`src/rtl/dbg_hub.sv`:
```
// dbg_hub: debug controller between the host debug bus and the MCS-4 core/ROM/RAM.
//   Owns subsystem resets, CPU run/halt/step control with PC breakpoints, register
//   readback, and routes ROM/RAM debug traffic. Every read returns one cycle later.
// Ports:
//   clk, rst                      clock, synchronous active-high reset
//   dbg_req/wen/addr/wdata        host bus request, addr = {seg, ofs}
//   dbg_rdata/dbg_rvalid          read response, one cycle after the read request
//   mem_addr/mem_wdata            shared ROM/RAM debug address and write data
//   rom_wen/ram_wen               memory write strobes
//   rom_rdata/ram_rdata           synchronous memory read data
//   cpu_rst/rom_rst/ram_rst       subsystem resets
//   cpu_stall                     holds the CPU while halted
//   instr_done/pc/instr/idx_reg   CPU retire strobe and observed state
// Optional build: define DBG_HUB_TRACE_EN for the PC trace ring (CTL 0x30-0x32).

// One breakpoint comparator; instanced once per breakpoint.
module dbg_hub_bp #(
  parameter int PC_W = 12
) (
  input  logic [PC_W-1:0] pc,
  input  logic [11:0]     bp_pc,
  input  logic            en,
  output logic            hit
);
  assign hit = en && (pc == PC_W'(bp_pc));
endmodule

module dbg_hub #(
  parameter int SEG_W       = 2,
  parameter int OFS_W       = 12,
  parameter int PC_W        = 12,
  parameter int NUM_REGS    = 16,
  parameter int NUM_BP      = 4,
  parameter int TRACE_DEPTH = 16
) (
  input  logic                  clk,
  input  logic                  rst,
  input  logic                  dbg_req,
  input  logic                  dbg_wen,
  input  logic [SEG_W+OFS_W-1:0] dbg_addr,
  input  logic [7:0]            dbg_wdata,
  output logic [7:0]            dbg_rdata,
  output logic                  dbg_rvalid,
  output logic [OFS_W-1:0]      mem_addr,
  output logic [7:0]            mem_wdata,
  output logic                  rom_wen,
  output logic                  ram_wen,
  input  logic [7:0]            rom_rdata,
  input  logic [7:0]            ram_rdata,
  output logic                  cpu_rst,
  output logic                  rom_rst,
  output logic                  ram_rst,
  output logic                  cpu_stall,
  input  logic                  instr_done,
  input  logic [PC_W-1:0]       pc,
  input  logic [7:0]            instr,
  input  logic [NUM_REGS*4-1:0] idx_reg
);
  typedef enum logic [1:0] {RUN = 2'd0, HALT_PEND = 2'd1, HALTED = 2'd2, STEP = 2'd3} state_t;

  logic [SEG_W-1:0] seg;
  logic [OFS_W-1:0] ofs;
  logic             rd_req, wr_ctl, rd_ctl;
  assign seg    = dbg_addr[OFS_W +: SEG_W];
  assign ofs    = dbg_addr[OFS_W-1:0];
  assign rd_req = dbg_req & ~dbg_wen;
  assign wr_ctl = dbg_req & dbg_wen & (seg == SEG_W'(0));
  assign rd_ctl = rd_req & (seg == SEG_W'(0));

  assign mem_addr  = ofs;
  assign mem_wdata = dbg_wdata;
  assign rom_wen   = dbg_req & dbg_wen & (seg == SEG_W'(1));
  assign ram_wen   = dbg_req & dbg_wen & (seg == SEG_W'(2));

  // RUN_CTL decode with priority halt > step > run
  logic run_ctl_wr, halt_w, step_w, run_w;
  assign run_ctl_wr = wr_ctl & (ofs == OFS_W'(1));
  assign halt_w     = run_ctl_wr & dbg_wdata[0];
  assign step_w     = run_ctl_wr & ~dbg_wdata[0] & dbg_wdata[2];
  assign run_w      = run_ctl_wr & ~dbg_wdata[0] & ~dbg_wdata[2] & dbg_wdata[1];

  // control registers
  logic [7:0]               step_cnt;
  logic [NUM_BP-1:0][11:0]  bp_pc;
  logic [NUM_BP-1:0]        bp_en;

  always_ff @(posedge clk) begin
    if (rst) begin
      {ram_rst, rom_rst, cpu_rst} <= 3'b111;
      step_cnt <= '0;
      bp_pc    <= '0;
      bp_en    <= '0;
    end else if (wr_ctl) begin
      if (ofs == OFS_W'(0)) {ram_rst, rom_rst, cpu_rst} <= dbg_wdata[2:0];
      if (ofs == OFS_W'(2)) step_cnt <= dbg_wdata;
      for (int k = 0; k < NUM_BP; k++) begin
        if (ofs == OFS_W'(16 + 2*k)) bp_pc[k][7:0] <= dbg_wdata;
        if (ofs == OFS_W'(17 + 2*k)) begin
          bp_pc[k][11:8] <= dbg_wdata[3:0];
          bp_en[k]       <= dbg_wdata[7];
        end
      end
    end
  end

  // breakpoint match, lowest index wins
  logic [NUM_BP-1:0] bp_vec;
  logic              bp_any;
  logic [2:0]        bp_sel;

  for (genvar g = 0; g < NUM_BP; g++) begin : g_bp
    dbg_hub_bp #(.PC_W(PC_W)) u_bp (
      .pc(pc), .bp_pc(bp_pc[g]), .en(bp_en[g]), .hit(bp_vec[g])
    );
  end

  always_comb begin
    bp_any = |bp_vec;
    bp_sel = 3'd0;
    for (int k = NUM_BP-1; k >= 0; k--)
      if (bp_vec[k]) bp_sel = 3'(k);
  end

  // run control FSM
  state_t     state, state_d;
  logic [7:0] rem, rem_d;
  logic       bp_hit, bp_hit_d;
  logic [2:0] bp_idx, bp_idx_d;

  always_ff @(posedge clk) begin
    if (rst) begin
      state  <= HALTED;
      rem    <= '0;
      bp_hit <= 1'b0;
      bp_idx <= '0;
    end else begin
      state  <= state_d;
      rem    <= rem_d;
      bp_hit <= bp_hit_d;
      bp_idx <= bp_idx_d;
    end
  end

  always_comb begin
    state_d  = state;
    rem_d    = rem;
    bp_hit_d = bp_hit;
    bp_idx_d = bp_idx;
    case (state)
      RUN: begin
        if (halt_w)
          state_d = instr_done ? HALTED : HALT_PEND;
        else if (instr_done && bp_any) begin
          state_d  = HALTED;
          bp_hit_d = 1'b1;
          bp_idx_d = bp_sel;
        end
      end
      HALT_PEND: if (instr_done) state_d = HALTED;
      HALTED: begin
        if (step_w) begin
          state_d  = STEP;
          rem_d    = (step_cnt == 8'd0) ? 8'd1 : step_cnt;
          bp_hit_d = 1'b0;
        end else if (run_w) begin
          state_d  = RUN;
          bp_hit_d = 1'b0;
        end
      end
      STEP: begin
        if (halt_w)
          state_d = instr_done ? HALTED : HALT_PEND;
        else if (instr_done) begin
          rem_d = rem - 8'd1;
          if (rem == 8'd1) state_d = HALTED;
        end
      end
      default: state_d = HALTED;
    endcase
  end

  assign cpu_stall = (state == HALTED);

  // CTL register readback, captured at request time
  logic [15:0] pc16;
  logic [7:0]  ctl_rd;
  assign pc16 = 16'(pc);

`ifdef DBG_HUB_TRACE_EN
  localparam int TR_AW = $clog2(TRACE_DEPTH);
  logic [PC_W-1:0]  tr_mem [TRACE_DEPTH];
  logic [TR_AW-1:0] tr_wp, tr_rp;
  logic [TR_AW:0]   tr_cnt;
  logic             tr_push, tr_pop;
  logic [15:0]      tr_pc16;

  assign tr_push = instr_done && (state != HALTED);
  assign tr_pop  = rd_ctl && (ofs == OFS_W'(8'h32)) && (tr_cnt != '0);
  // oldest entry sits count slots behind the write pointer (equal when full)
  assign tr_rp   = tr_wp - TR_AW'(tr_cnt);
  assign tr_pc16 = (tr_cnt != '0) ? 16'(tr_mem[tr_rp]) : 16'h0;

  always_ff @(posedge clk) begin
    if (tr_push) tr_mem[tr_wp] <= pc;
  end

  always_ff @(posedge clk) begin
    if (rst) begin
      tr_wp  <= '0;
      tr_cnt <= '0;
    end else begin
      if (tr_push) tr_wp <= tr_wp + 1'b1;
      if (tr_push && !tr_pop && tr_cnt != (TR_AW+1)'(TRACE_DEPTH))
        tr_cnt <= tr_cnt + 1'b1;
      else if (tr_pop && !tr_push)
        tr_cnt <= tr_cnt - 1'b1;
    end
  end
`endif

  always_comb begin
    ctl_rd = 8'hAA;
    if      (ofs == OFS_W'(0)) ctl_rd = {5'b0, ram_rst, rom_rst, cpu_rst};
    else if (ofs == OFS_W'(1)) ctl_rd = {bp_hit, bp_idx, 2'b00, state};
    else if (ofs == OFS_W'(2)) ctl_rd = step_cnt;
    else if (ofs == OFS_W'(3)) ctl_rd = pc16[7:0];
    else if (ofs == OFS_W'(4)) ctl_rd = pc16[15:8];
    else if (ofs == OFS_W'(5)) ctl_rd = instr;
`ifdef DBG_HUB_TRACE_EN
    else if (ofs == OFS_W'(8'h30)) ctl_rd = 8'(tr_cnt);
    else if (ofs == OFS_W'(8'h31)) ctl_rd = tr_pc16[7:0];
    else if (ofs == OFS_W'(8'h32)) ctl_rd = tr_pc16[15:8];
`endif
    for (int k = 0; k < NUM_BP; k++) begin
      if (ofs == OFS_W'(16 + 2*k)) ctl_rd = bp_pc[k][7:0];
      if (ofs == OFS_W'(17 + 2*k)) ctl_rd = {bp_en[k], 3'b000, bp_pc[k][11:8]};
    end
    for (int p = 0; p < NUM_REGS/2; p++)
      if (ofs == OFS_W'(32 + p)) ctl_rd = {idx_reg[8*p +: 4], idx_reg[8*p+4 +: 4]};
  end

  // read response: one cycle after the request, source chosen by registered seg
  logic             rd_vld_q;
  logic [SEG_W-1:0] rd_seg_q;
  logic [7:0]       ctl_q, rdata_mux;

  always_ff @(posedge clk) begin
    if (rst) begin
      rd_vld_q <= 1'b0;
      rd_seg_q <= '0;
      ctl_q    <= '0;
    end else begin
      rd_vld_q <= rd_req;
      rd_seg_q <= seg;
      ctl_q    <= ctl_rd;
    end
  end

  always_comb begin
    rdata_mux = 8'hAA;
    if      (rd_seg_q == SEG_W'(0)) rdata_mux = ctl_q;
    else if (rd_seg_q == SEG_W'(1)) rdata_mux = rom_rdata;
    else if (rd_seg_q == SEG_W'(2)) rdata_mux = ram_rdata;
  end

  assign dbg_rvalid = rd_vld_q;
  assign dbg_rdata  = rd_vld_q ? rdata_mux : 8'h00;

endmodule

```
`config.mk`:
```
export PLATFORM = sky130hd
export DESIGN_NAME = dbg_hub
export DESIGN_NICKNAME = d
export VERILOG_FILES = /design/src/rtl/dbg_hub.sv
export SDC_FILE = /design/constraint.sdc
export NUM_CORES = 1
export LEC_CHECK = 0
export BUFFER_PORTS_ARGS = -buffer_cell sky130_fd_sc_hd__buf_4
export CAP_MARGIN = 20
export CORE_ASPECT_RATIO = 0.7
export CORE_MARGIN = 2
export CORE_UTILIZATION = 55
export DETAILED_ROUTE_END_ITERATION = 8
export PLACE_DENSITY = 0.85
export RECOVER_POWER = 25
export REMOVE_ABC_BUFFERS = 1
export SLEW_MARGIN = 20
export SYNTH_ARGS = -nofsm -noshare
export SYNTH_HDL_FRONTEND = slang
export SYNTH_SLANG_ARGS = --single-unit
```
`constraint.sdc`:
```
create_clock -name clk -period 2.7 [get_ports clk]
set_input_delay 0.27 -clock clk [delete_from_list [all_inputs] [get_ports clk]]
set_output_delay 0.27 -clock clk [all_outputs]
set_load 0.02 [all_outputs]
```
Yosys cells after proc, flatten, opt, wreduce, memory -nomap -nowiden:

Index checks and enable logic that the tools add are counted.

* register bits after elaboration: 88
* latch bits: 0
* RAM bits: 0
* ROM bits: 0
* input bits: 127
* output and inout port bits: 35
* word-level logic and storage cells: 159
* memories kept: 0

* add/subtract/negate cells: 1
* multiply operators: 0
* div/mod/pow operators: 0
* magnitude comparators: 0
* eq/ne operators: 43
* shift-type cells: 0
* mux-type cells: 50
* bitwise operators: 15
* reduce and logical (&&, ||, !) cells: 27

Operators with widths (count)
* $mux W8: 30
* $eq A12 B5 Y1 const B: 8
* $eq A12 B6 Y1 const B: 8
* $eq A12 B12 Y1: 4
* $eq A12 B2 Y1 const B: 2
* $eq A12 B3 Y1 const B: 2
* $mux W2: 10
* $reduce_and A2 Y1: 10
* $pmux W8 S2: 1
* $eq A12 B1 Y1 const B: 1
* $logic_not A12 Y1: 1
* $and A1 B1 Y1: 11
* $ne A2 B2 Y1 const B: 5
* $mux W3: 3
* $ne A3 B3 Y1 const B: 3
* $eq A2 B2 Y1 const B: 4
* $eq A8 B1 Y1 const B: 1
* $logic_not A8 Y1: 1
* $pmux W2 S4: 1
* $reduce_and A4 Y1: 2
* $sub A8 B1 Y8 const B: 1
* $eq A2 B1 Y1 const B: 3
* $logic_not A2 Y1: 3
* $logic_and A1 B1 Y1: 5
* other kinds (9): 16

Longest topological paths before layout:

* depth after elaboration: 23
* mapped depth: 10

Hierarchy:

Synthesis repeated with hierarchy kept, for this count alone.

* cells, all modules: 829
* area total of the unflattened synthesis: 6392.4 um^2

Modules (own cells, without submodules)
* dbg_hub: instances 1, cells each 761, area each 5836.8 um^2
* dbg_hub_bp: instances 4, cells each 17, area each 138.9 um^2

Least setup slack after synthesis:

No wires, ideal clock.

* kind: input -> register
* start: input port dbg_addr[6]
* end: register ctl_q[2]
* setup time: 0.070 ns
* arrival time: 1.957 ns
* required time: 2.630 ns
* path slack: 0.674 ns
* stages on the path: 7
* buffers on the path: 1
* cell sequence: buf_4 nor4_4 nand3_1 o22a_1 a2111oi_2 o221ai_1 a21oi_1

* word-level cells in the longest chain between the ends: 23
* elaborated cells between the ends (all ways): 44

Ends and longest elaborated chain
* from (decl): line 40 `input logic [SEG_W+OFS_W-1:0] dbg_addr,`
* $eq A12 B3 Y1: line 228 `else if (ofs == OFS_W'(5)) ctl_rd = instr;`
* $mux W8: line 228
* $mux W8: line 227 `else if (ofs == OFS_W'(4)) ctl_rd = pc16[15:8];`
* $mux W8: line 226 `else if (ofs == OFS_W'(3)) ctl_rd = pc16[7:0];`
* $mux W8: line 225 `else if (ofs == OFS_W'(2)) ctl_rd = step_cnt;`
* $mux W8: line 224 `else if (ofs == OFS_W'(1)) ctl_rd = {bp_hit, bp_idx, 2'b00, state};`
* $mux W8: line 223 `if (ofs == OFS_W'(0)) ctl_rd = {5'b0, ram_rst, rom_rst, cpu_rst};`
* $mux W8: line 235 `if (ofs == OFS_W'(16 + 2*k)) ctl_rd = bp_pc[k][7:0];`
* $mux W8: line 236 `if (ofs == OFS_W'(17 + 2*k)) ctl_rd = {bp_en[k], 3'b000, bp_pc[k][11:8]};`
* $mux W8: line 235
* $mux W8: line 236
* $mux W8: line 235
* $mux W8: line 236
* $mux W8: line 235
* $mux W8: line 236
* $mux W8 (7 in series): line 239 `if (ofs == OFS_W'(32 + p)) ctl_rd = {idx_reg[8*p +: 4], idx_reg[8*p+4 +: 4]};`
* $mux W8 *: line 239
* to (signal assigned): line 255 `ctl_q <= ctl_rd;`
* to (decl): line 245 `logic [7:0] ctl_q, rdata_mux;`

Mark *: on every way between the ends. The rest lies on a longest branch, timed or not.
A chain may end at the register's enable or synchronous reset.

Final worst setup path:

* start: input port dbg_addr[7]
* end: register ctl_q[7]

The elaborated chain is that of the path after synthesis.

==> results by group <==
Clock network
  • Hold Buf Count CTS: 0
  • Worst-path clk slew: 0.07 ns
  • Number of buffers created by CTS: 9
  • CTS tree: built
  • # clock sinks: 87
  • Post-CTS Setup Bufs: 0
  • Root buf cell: clkbuf_16
  • H-tree depth: 3
  • Clk_lat worst skew: 0.35 ns
  • Post-CTS resize count: 0
  • Longest Clk Path Bufs: 2

Synthesis
  • Ys async rst share: 0%
  • Netlist Area Pre-Place: 6793 µm²
  • Register area share after synthesis: 25.64%
  • Ys flop type: dfxtp_1
  • Count of flip-flops with a built-in enable after synthesis: 0
  • Synth top area cells: dfxtp_1 (26%), mux2i_1 (10%), xnor2_1 (6.2%)
  • Most frequent cell after synthesis: nor2_1
  • Synth unique cells: 81
  • Yosys Warn Count: 0
  • Largest area contributor in the netlist: dfxtp_1
  • Top cell type's share of synthesized area: roughly a quarter
  • Syn Area/Cell: a little under 8 µm²
  • Most frequent cells after synthesis: nor2_1 (88), dfxtp_1 (87), mux2i_1 (68)
  • FF+latch count, synth: a little under 90
  • Gate Count Post-Synth: 863

Layout
  • ANT cells: 0
  • Total Nets Final: ~1,100
  • Layout Cells excl Fill: around 1,100
  • Final Cell Area: a little over 8000 µm²
  • Synth-to-layout area growth: 22.03%
  • Core Util, Final: between 60 and 70%
  • Share of cells above drive strength 1: 24.55%

Floorplan
  • IO Pins: 162
  • Chip width: approximately 140 µm
  • Die area: 13,270 µm²
  • Starting density of the core: between 50% and 60%
  • CORE AREA: between 10,000 and 15,000 µm²
  • Die height: between 90 and 100 µm
  • # rows: 33

Power and ir drop
  • LEAKAGE: 3.114 nW
  • Peak VDD IR: 0.0003599 V
  • Power density over the cells: 409.5 nW/µm²
  • Final Power: about 3.4 mW

Worst setup path
  • R2R depth: 6
  • Crit Path Category: primary input to flip-flop
  • CP Max Fanout: 8
  • CP Capture Type: flip-flop
  • Worst path arrival time: 2.55 ns
  • CP required: 2.93 ns
  • Startpoint Class: primary input

Drt
  • Vias/cell: 6.665
  • # DRC: 0
  • Initial DRC Count: 1,206
  • WL final: 27.69 mm
  • Wire per inst: 24.14 µm
  • Via count: 7,645
  • Post-route ant nets: 0
  • Router iterations before antenna repair: 8

GRT
  • Vias in the first global route: roughly 7,000
  • Initial antenna violation count: 0
  • GR Util All Layers: 41.13%
  • Total grt overflow: 0
  • Global-route wire length before repair: 41.28 mm
  • Largest net degree at the start of global routing: just over 70

Timing
  • Final hold vios: 0
  • Achievable frequency: between 0.4 and 0.5 GHz
  • Hold_ws: between 0.1 and 0.15 ns
  • Worst setup margin: between 0.3 and 0.4 ns
  • Fin crit share: 86.00%
  • Tmin final: 2.322 ns
  • Pins Over Slew Limit: 71
  • RSZ-0062 raised after global routing: no
  • Setup TNS: 0 ns
  • Setup violations, final: 0
  • Final Skew: just over 0.009 ns
  • Slew @ Worst Pin: roughly 1.5 ns
  • Slew headroom: -1.757%

Outcome
  • Failing checks: capacitance limit, slew limit
  • Status: finished with violations

Placed design
  • Port bufs: ~160
  • Placed inst area: a little over 8000 µm²
  • HPWL after DPL: 21.52 mm
  • GP Congestion: 1.054
  • Post-place setup slack: 0.2340 ns
  • Cells after DPL: about 1,100

Min path
  • Hold Path Depth: 2
  • Worst Hold Class: primary input to flip-flop

Job
  • MaxCap Viol Count: 1
logic make-up after synthesis:
family | synth area share (%)
buffers and inverters | 8.049
AOI/OAI and AO/OA | 21.16
DFF | 25.64
xor gates and xnor gates | 6.189
muxes | 12.84
and+or+nand+nor | 24.87
adders and majority gates | 1.253
power breakdown:
group          internal (mW)  total [mW]  switching, mW  leakage [nW]
clock                  0.855        1.46          0.604         0.166
combinational          0.273       0.634          0.361          2.25
sequential              1.29        1.30         0.0121         0.703
worst max-delay path: stages:
cell and delay, ns:
clkbuf_1 0.23, or4b_2 0.81, a2111oi_0 0.63, buf_4 0.21
o21ai_0 0.15, o21ai_0 0.14, a31oi_1 0.11
final cells by class:
| type | instances | area (µm²) |
|---|---|---|
| repair buffers | 204 | 1439 |
| clock inverters | 6 | 97.59 |
| inverters | 19 | 71.32 |
| well taps | 157 | 196.4 |
| fillers | 1041 | 3602 |
| flip-flops and latches | 87 | 1742 |
| clock buffers | 10 | 239.0 |
| multi-input cells | 664 | 4504 |
state kept, by name, summed over array words and instances (netlist names):
name,count
step_cnt,8
bp_idx,2
cpu_rst,1
rd_seg_q,2
ram_rst,1
dbg_rvalid,1
bp_hit,1
bp_en,4
ctl_q,8
rem,8
state,2
rom_rst,1
bp_pc,48
placed cells by master (no fill, tap or decap), types with 4 or more instances in the layout:
cell	Yosys	routed
a31oi_1	10	10
a211o_1	7	7
a22oi_1	9	9
nor2b_1	12	12
o21a_1	4	4
and3_1	8	8
nand2_1	67	67
buf_4	24	179
nor3b_1	7	7
nand4_1	13	13
nand3_1	24	24
a211oi_1	8	8
and2_1	8	8
a2111oi_0	4	4
a21oi_1	54	54
xnor2_1	48	48
o22a_1	4	4
or4_1	4	4
nand2b_1	12	12
mux2_2	15	15
nor2_1	88	88
nor4_1	13	13
dfxtp_1	87	87
o21ai_0	51	51
mux2i_1	68	68
o2bb2ai_1	5	5
o22ai_1	10	10
o32ai_1	5	5
o221a_2	4	4
o211ai_1	5	5
a2bb2oi_1	5	5
inv_1	19	19
ha_1	6	6
clkbuf_16	0	9
clkbuf_1	43	24
nor3_1	20	20
path summary, 6_finish.rpt:
kind | start | to | slack (ns)
setup reg to reg | bp_pc[30] | state[1] | 0.46
hold reg to reg | bp_en[2] | bp_en[2] | 0.50
hold / removal | dbg_wen | dbg_rvalid | 0.10
setup / recovery | dbg_addr[7] | ctl_q[7] | 0.38
per-layer routing:
metal | vias to the layer above | GRT usage, % | routed length, µm
met5 | - | 0 | 0
met4 | 0 | 11.66 | 897
met3 | 87 | 14.36 | 4544
met2 | 630 | 55.19 | 10910
met1 | 3559 | 61.13 | 11340
li1 | 3369 | - | -
Note: power is estimated with default switching activity, not from simulation.
